[config.mk]
export PLATFORM = sky130hd
export DESIGN_NAME = op_decoder
export DESIGN_NICKNAME = d
export VERILOG_FILES = /design/src/rtl/op_decoder.sv
export SDC_FILE = /design/constraint.sdc
export NUM_CORES = 1
export LEC_CHECK = 0
export CORE_MARGIN = 8
export CORE_UTILIZATION = 45
export CTS_BUF_LIST = sky130_fd_sc_hd__clkbuf_4
export CTS_CLUSTER_DIAMETER = 80
export DETAILED_ROUTE_END_ITERATION = 10
export PLACE_DENSITY = 0.75
export SLEW_MARGIN = 20
export SYNTH_ARGS = -nofsm -noshare
export SYNTH_HDL_FRONTEND = slang
export SYNTH_SLANG_ARGS = --single-unit
export TNS_END_PERCENT = 50
[constraint.sdc]
create_clock -name Clk -period 5.6 [get_ports Clk]
set_clock_uncertainty 0.15 [all_clocks]
set_input_delay 0.56 -clock Clk [delete_from_list [all_inputs] [get_ports Clk]]
set_output_delay 0.56 -clock Clk [all_outputs]
set_load 0.005 [all_outputs]
[src/rtl/op_decoder.sv]
// op_decoder
// ----------
// Decodes 9-bit instruction words ([8:6] opcode, [5:3] rd, [2:0] rs) into
// ALU operations and queues them in a small in-order buffer that feeds the ALU.
// An illegal opcode is dropped and counted, and the block enters ERROR.
// While in ERROR no new words are accepted, but the buffer keeps draining.
// An ErrClr pulse returns the block to RUN.
//
// Handshakes (both sides): a word moves when valid && ready on the same rising
// Clk edge. InReady never depends on OutReady, so there is no combinational
// path from the ALU side to the instruction side. While OutValid is high and
// OutReady is low, the head entry (AluOp/OutRd/OutRs) holds steady.
//
// Ports
//   Clk        in   rising-edge clock
//   Reset      in   synchronous, active-low reset
//   InValid    in   InInst carries a word
//   InReady    out  word accepted this cycle (RUN, buffer not full, not in reset)
//   InInst     in   instruction word
//   OutValid   out  head entry valid (Occupancy != 0)
//   OutReady   in   ALU consumes the head entry
//   AluOp      out  decoded operation (0 when OutValid is low)
//   OutRd      out  destination register (0 when OutValid is low)
//   OutRs      out  source register (0 when OutValid is low)
//   Error      out  high while in ERROR (this is the FSM state bit)
//   ErrClr     in   leaves ERROR; ignored in RUN
//   IllegalCnt out  saturating count of rejected words
//   Occupancy  out  number of buffered entries

package Definitions;
    typedef enum logic [2:0] {
        NOP = 3'b000,
        ADD = 3'b010,
        SUB = 3'b011,
        XOR = 3'b100,
        AND = 3'b101,
        LSL = 3'b110,
        MOV = 3'b111
    } op_mne;
endpackage

module op_decoder #(
    parameter int DEPTH = 2,
    parameter int CNT_W = 8
) (
    input  logic                     Clk,
    input  logic                     Reset,
    input  logic                     InValid,
    output logic                     InReady,
    input  logic [8:0]               InInst,
    output logic                     OutValid,
    input  logic                     OutReady,
    output Definitions::op_mne       AluOp,
    output logic [2:0]               OutRd,
    output logic [2:0]               OutRs,
    output logic                     Error,
    input  logic                     ErrClr,
    output logic [CNT_W-1:0]         IllegalCnt,
    output logic [$clog2(DEPTH):0]   Occupancy
);
    import Definitions::*;

    localparam int PTR_W = $clog2(DEPTH);
    localparam int OCC_W = PTR_W + 1;
    localparam logic [OCC_W-1:0] DEPTH_C = OCC_W'(DEPTH);

    typedef enum logic {
        S_RUN   = 1'b0,
        S_ERROR = 1'b1
    } state_t;

    typedef struct packed {
        op_mne      op;
        logic [2:0] rd;
        logic [2:0] rs;
    } entry_t;

    state_t             r_state;
    state_t             w_state_nxt;
    entry_t             r_mem [DEPTH];
    logic [PTR_W-1:0]   r_wptr;
    logic [PTR_W-1:0]   r_rptr;
    logic [OCC_W-1:0]   r_occ;
    logic [CNT_W-1:0]   r_cnt;

    op_mne              w_op;
    logic               w_legal;
    logic               w_push;
    logic               w_push_ok;
    logic               w_illegal;
    logic               w_pop;
    entry_t             w_head;

    // Opcode decode; 000 and 001 are the illegal encodings.
    always_comb begin
        w_op    = NOP;
        w_legal = 1'b0;
        case (InInst[8:6])
            3'b010:  begin w_op = ADD; w_legal = 1'b1; end
            3'b011:  begin w_op = SUB; w_legal = 1'b1; end
            3'b100:  begin w_op = XOR; w_legal = 1'b1; end
            3'b101:  begin w_op = AND; w_legal = 1'b1; end
            3'b110:  begin w_op = LSL; w_legal = 1'b1; end
            3'b111:  begin w_op = MOV; w_legal = 1'b1; end
            default: begin w_op = NOP; w_legal = 1'b0; end
        endcase
    end

    assign w_push    = InValid && InReady;
    assign w_push_ok = w_push && w_legal;
    assign w_illegal = w_push && !w_legal;
    assign w_pop     = OutValid && OutReady;

    // FSM state register
    always_ff @(posedge Clk) begin
        if (!Reset) begin
            r_state <= S_RUN;
        end else begin
            r_state <= w_state_nxt;
        end
    end

    // FSM next state and state-derived outputs. InReady also looks at the
    // live Reset input so nothing is accepted while reset is held.
    always_comb begin
        w_state_nxt = r_state;
        InReady     = 1'b0;
        Error       = 1'b0;
        case (r_state)
            S_RUN: begin
                InReady = Reset && (r_occ < DEPTH_C);
                if (w_illegal) begin
                    w_state_nxt = S_ERROR;
                end
            end
            S_ERROR: begin
                Error = 1'b1;
                if (ErrClr) begin
                    w_state_nxt = S_RUN;
                end
            end
            default: begin
                w_state_nxt = S_RUN;
            end
        endcase
    end

    // Buffer storage carries no reset; Occupancy alone decides what is valid.
    always_ff @(posedge Clk) begin
        if (w_push_ok) begin
            r_mem[r_wptr] <= '{op: w_op, rd: InInst[5:3], rs: InInst[2:0]};
        end
    end

    // Pointers wrap naturally because DEPTH is a power of two (2 or 4).
    always_ff @(posedge Clk) begin
        if (!Reset) begin
            r_wptr <= '0;
            r_rptr <= '0;
            r_occ  <= '0;
        end else begin
            if (w_push_ok) begin
                r_wptr <= r_wptr + 1'b1;
            end
            if (w_pop) begin
                r_rptr <= r_rptr + 1'b1;
            end
            case ({w_push_ok, w_pop})
                2'b10:   r_occ <= r_occ + 1'b1;
                2'b01:   r_occ <= r_occ - 1'b1;
                default: r_occ <= r_occ;
            endcase
        end
    end

    // Illegal-word counter, saturating at all ones.
    always_ff @(posedge Clk) begin
        if (!Reset) begin
            r_cnt <= '0;
        end else if (w_illegal && (r_cnt != {CNT_W{1'b1}})) begin
            r_cnt <= r_cnt + 1'b1;
        end
    end

    assign w_head     = r_mem[r_rptr];
    assign OutValid   = (r_occ != '0);
    assign AluOp      = OutValid ? w_head.op : NOP;
    assign OutRd      = OutValid ? w_head.rd : 3'b000;
    assign OutRs      = OutValid ? w_head.rs : 3'b000;
    assign IllegalCnt = r_cnt;
    assign Occupancy  = r_occ;

endmodule
==> impl_metrics.ini <==
[outcome]
status = completed

[routing]
drt_wl_total_um = 2870
viasPerCell = 5.33
dr.first_iter.drc_count = 43
wl_per_cell_um = 15.6
vias = 981
drc_errors = 0
ant_nets = 0
first_pass_iters = 6

[floorplan]
fp.coreArea_um2 = 2950
ios = 36
start_util = 0.455
rows = 20
fp.dieArea_um2 = 4990
dieWidth_um = 70.6
dieHeight_um = 70.6

[clock_network]
post_cts_buffers = 0
root_buffer = clkbuf_4
cts_buffers = 5
clockBufferDepth = 2
path_clk_slew_ns = 0.09
clock-sinks = 32
cts_tree = yes
cts_resized = 0
holdBufCountCts = 0
insertion_delay_ns = 0.33
h-tree-depth = 2

[worst_hold_path]
hold_class = register to register

[yosys]
synth_top_cells_by_count = 18 x edfxtp_1, 17 x nor2_1, 14 x dfxtp_1
synth_edf_count = 18
ys_types = 26
ys.warnings.count = 0
synth_area_um2 = 1340
synthArstFlopShare = 0
postSynthAreaPerCell_um2 = 11.8
synth_ff_type = edfxtp_1
yosys-top-cells-area = edfxtp_1 40%, dfxtp_1 21%, mux2i_1 7.4%
syn_inst = 114
ys_seq_area_frac = 0.611
syn_nets = 130
ys_ff_latch = 32
yosysTopAreaCell = edfxtp_1
synth_most_common_cell = edfxtp_1
synth_top_area_frac = 0.402

[global_routing]
grt_pass1_vias = 1017
grt_max_degree = 15
antenna_found_initial = 0
grt-busiest-layer = met2
grt_pass1_wl_um = 4860
met3_usage = 0.0763
gr-usage-met1 = 0.131
overflow = 0
grt_usage = 0.122
met2_usage = 0.194

[sta]
setup_viol = 0
fin_crit_ns = 2.61
grt_setup_unrepaired = false
slew_violations = 0
timing.final.crit_share = 0.467
holdWs_ns = 0.367
tightest_slew_ns = 0.739
timing.fmax_mhz = 383
hold_viol_final = 0
slew_headroom = 0.505
tns_ns = 0

[place]
dpl.cell_count = 176
place_congestion = 0.729
io_buffers = 35
hpwl_um = 2140

[finish]
drive_gt1_frac = 0.0662
fin_cells = 184
diodes = 0
fillers = 260
area_delta_synth_final_pct = 30.8
final_nets = 166

[job]
drv_cap = 0

[power_and_ir_drop]
fin_total_pwr_mw = 0.583
ir_drop_v = 0.000165
power_density_nw_per_um2 = 332
p_leak_nw = 0.595

[setup_path]
path_max_fanout = 4
worstSetupStartpointType = input pin
cp.arrival_ns = 1.90
required_ns = 4.89
cp-end-kind = primary output
worst-setup-path-type = input pin to primary output
flip-flops by register name, summed over array words and instances, names as in the netlist, named ones only:
signal,cells
r_state,1
Occupancy,2
r_wptr,1
r_rptr,1
IllegalCnt,8
r_mem,18
cell type report:
type / instances / area (um2) / share of cell area
clock inverter: 2 / 7.51 / 0.00427
inverter: 5 / 18.8 / 0.0107
tap: 33 / 41.3 / 0.0235
multi-input combinational: 71 / 474 / 0.270
clock buffer: 6 / 45.0 / 0.0256
sequential: 32 / 821 / 0.467
timing repair buffer: 35 / 350 / 0.199
layer usage:
| layer | part of all wire | vias to the layer above |
|---|---|---|
| met1 | 0.43 | 459 |
| met2 | 0.46 | 38 |
| met4 | 0.013 | 0 |
| met3 | 0.10 | 4 |
| met5 | 0 | - |
| li1 | - | 480 |
cell families after synthesis:
family	Yosys count	synth area share
DFF	32	0.611
AOI/OAI and AO/OA	16	0.0754
muxes	10	0.0745
xor gates and xnor gates	5	0.0326
and+or+nand+nor	38	0.152
buffers and inverters	11	0.0363
adders and majority gates	2	0.0186
critical path: stages:
cell	delay (ns)
clkdlybuf4s50_1	0.51
nor3b_4	0.27
clkdlybuf4s50_1	0.57
through the flow:
stage                     setup WS (ns)  utilization  cell area, um2
after floorplan                    3.47            -            1340
after global placement             2.91        0.578            1710
after detailed placement           2.81        0.578            1710
after CTS                          2.96        0.595            1760
after global routing               2.78        0.595            1760
final                              2.99        0.595            1760
placed cells by master, fill, tap and decap left out, drive strengths merged, types with 2 or more instances in the layout:
cell,instances
a21oi,7
and2,2
clkbuf,6
clkdlybuf4s50,35
clkinv,2
dfxtp,14
edfxtp,18
ha,2
inv,5
mux2i,10
nand2,2
nand3,4
nor2,18
nor2b,2
o21ai,4
o31ai,3
or3,4
or4,3
xnor2,2
xor2,3
power breakdown:
part	internal (mW)	switching, mW
Combinational	0.102	0.0680
Clock	0.0512	0.0735
Sequential	0.266	0.0218
Total	0.420	0.163
final timing paths:
path                                    from                    endpoint  slack (ns)  depth (start not counted)
setup / recovery                       Reset                     InReady        2.99                          3
hold / removal    IllegalCnt[6]$_SDFFE_PN0P_  IllegalCnt[6]$_SDFFE_PN0P_        0.37                          2
setup reg to reg   Occupancy[1]$_SDFFE_PN0P_   Occupancy[1]$_SDFFE_PN0P_        3.24                          5
hold reg to reg   IllegalCnt[6]$_SDFFE_PN0P_  IllegalCnt[6]$_SDFFE_PN0P_        0.37                          2
Power figures use the tool's default switching activity.
==> variant (same settings) <==
Set the parameter `CNT_W` to 12 (it was 8).
--- a/src/rtl/op_decoder.sv
+++ b/src/rtl/op_decoder.sv
@@ -42,5 +42,5 @@
 module op_decoder #(
     parameter int DEPTH = 2,
-    parameter int CNT_W = 8
+    parameter int CNT_W = 12
 ) (
     input  logic                     Clk,
Ports: changed (resized IllegalCnt); port bits go from 36 to 40. The function was not compared with the original's and may differ.
==> variant against the unedited design <==
Count of clock-buffer cells in the layout fell by 1; total power up 5.2%; setup slack got worse by 0.32 ns; sequential cell count rose by 4; wire length grew 14%; area after synthesis rose by 18%; fmax shrank 11%; synthesized cell count increased by 26%; final area grew 17%.
==> variant: results (changes against the unedited design) <==
outcome: completed (unchanged)
Synth Area in Adders: 0.0157 (was 0.0186)
initial drt markers: 32 (was 43)
Least-Margin Pin Slew: 0.761 ns (was 0.739 ns)
sequential area share after synthesis: 0.566 (was 0.611)
Compound-Gate Fraction of Synth Area: 0.0803 (was 0.0754)
Port-buffer cells: 39 (was 35)
post-route insts no fill: 229 (was 184)
nets: 198 (was 166)
Synth Area in XOR/XNOR: 0.0220 (was 0.0326)
syn nets: 160 (was 130)
pin count of the biggest net entering global routing: 13 (was 15)
Peak supply drop: 0.139 mV (was 0.165 mV)
top cells by instance count after synthesis: dfxtp_1, edfxtp_1, nor2_1, mux2i_1 (was edfxtp_1, nor2_1, dfxtp_1, mux2i_1, a21oi_1)
syn avg cell area: 11.0 µm² (was 11.8 µm²)
synth top area cells: edfxtp_1, dfxtp_1, mux2i_1, nor2_1, a21oi_1 (unchanged)
# fillers: 314 (was 260)
final wirelength: 3.28 mm (was 2.87 mm)
All-Layer GR Usage: 0.125 (was 0.122)
DRT Pass-1 Iters: 4 (was 6)
Distinct cells, synth: 35 (was 26)
GP Congestion: 0.849 (was 0.729)
vias in the first global route: 1,098 (was 1,017)
placed cells: 221 (was 176)
HPWL Detailed: 2.55 mm (was 2.14 mm)
==> variant: cell types whose count changed after synthesis, moves of 3 or more <==
cell      before  now
nand2b_1       0    4
and3_1         0    3
nand2_1        2    8
dfxtp_1       14   18
mux2i_1       10   13
nor2_1        17   14
==> variant: final timing paths <==
check,start,endpoint,slack (ns)
worst max register to register,Occupancy[1],Occupancy[1],3.30
worst min-delay path,IllegalCnt[7],IllegalCnt[7],0.34
worst min register to register,IllegalCnt[7],IllegalCnt[7],0.34
worst max-delay path,Reset,InReady,2.67
==> variant: layout make-up <==
class,count,share of cell area
flip-flops and latches,36,0.438
multi-input cells,96,0.312
repair buffers,39,0.190
well taps,46,0.0280
clock buffers,5,0.0182
inverters,4,0.00729
clock inverters,3,0.00669
==> variant: per-stage QoR <==
stage	cell area, µm²	total power, mW
after floorplan	1590	0.404
after global placement	2010	0.493
after detailed placement	2010	0.497
after CTS	2060	0.624
after global routing	2060	0.648
final	2060	0.613
==> variant: per-layer routing <==
metal  up-vias  track usage  part of all wire
met5         -            0                 0
met4         0       0.0640             0.019
met3         5       0.0605             0.096
met2        35        0.198              0.46
met1       541        0.136              0.43
li1        600            -                 -
==> variant: cells by family (layout without fill, tap and decap cells) <==
kind of cell | count (synthesis) | in the layout
DFF | 36 | 36
adders and majority gates | 2 | 2
buffers and inverters | 12 | 51
xor gates and xnor gates | 4 | 4
and+or+nand+nor | 56 | 56
AOI/OAI and AO/OA | 21 | 21
muxes | 13 | 13
==> variant: where the power goes <==
group          switching, mW  internal (mW)  total [mW]  leakage [nW]
clock network         0.0795         0.0460       0.126        0.0324
logic                 0.0687          0.103       0.172         0.345
registers             0.0210          0.295       0.316         0.310
total                  0.169          0.444       0.613         0.688
==> variant: worst reg2reg max path, delay by kind of cell (launching register included) <==
kind	cells	cell delay [ns]
compound gates	1	0.15
flops	1	0.38
simple gates	3	1.21
fa+ha+maj	1	0.35
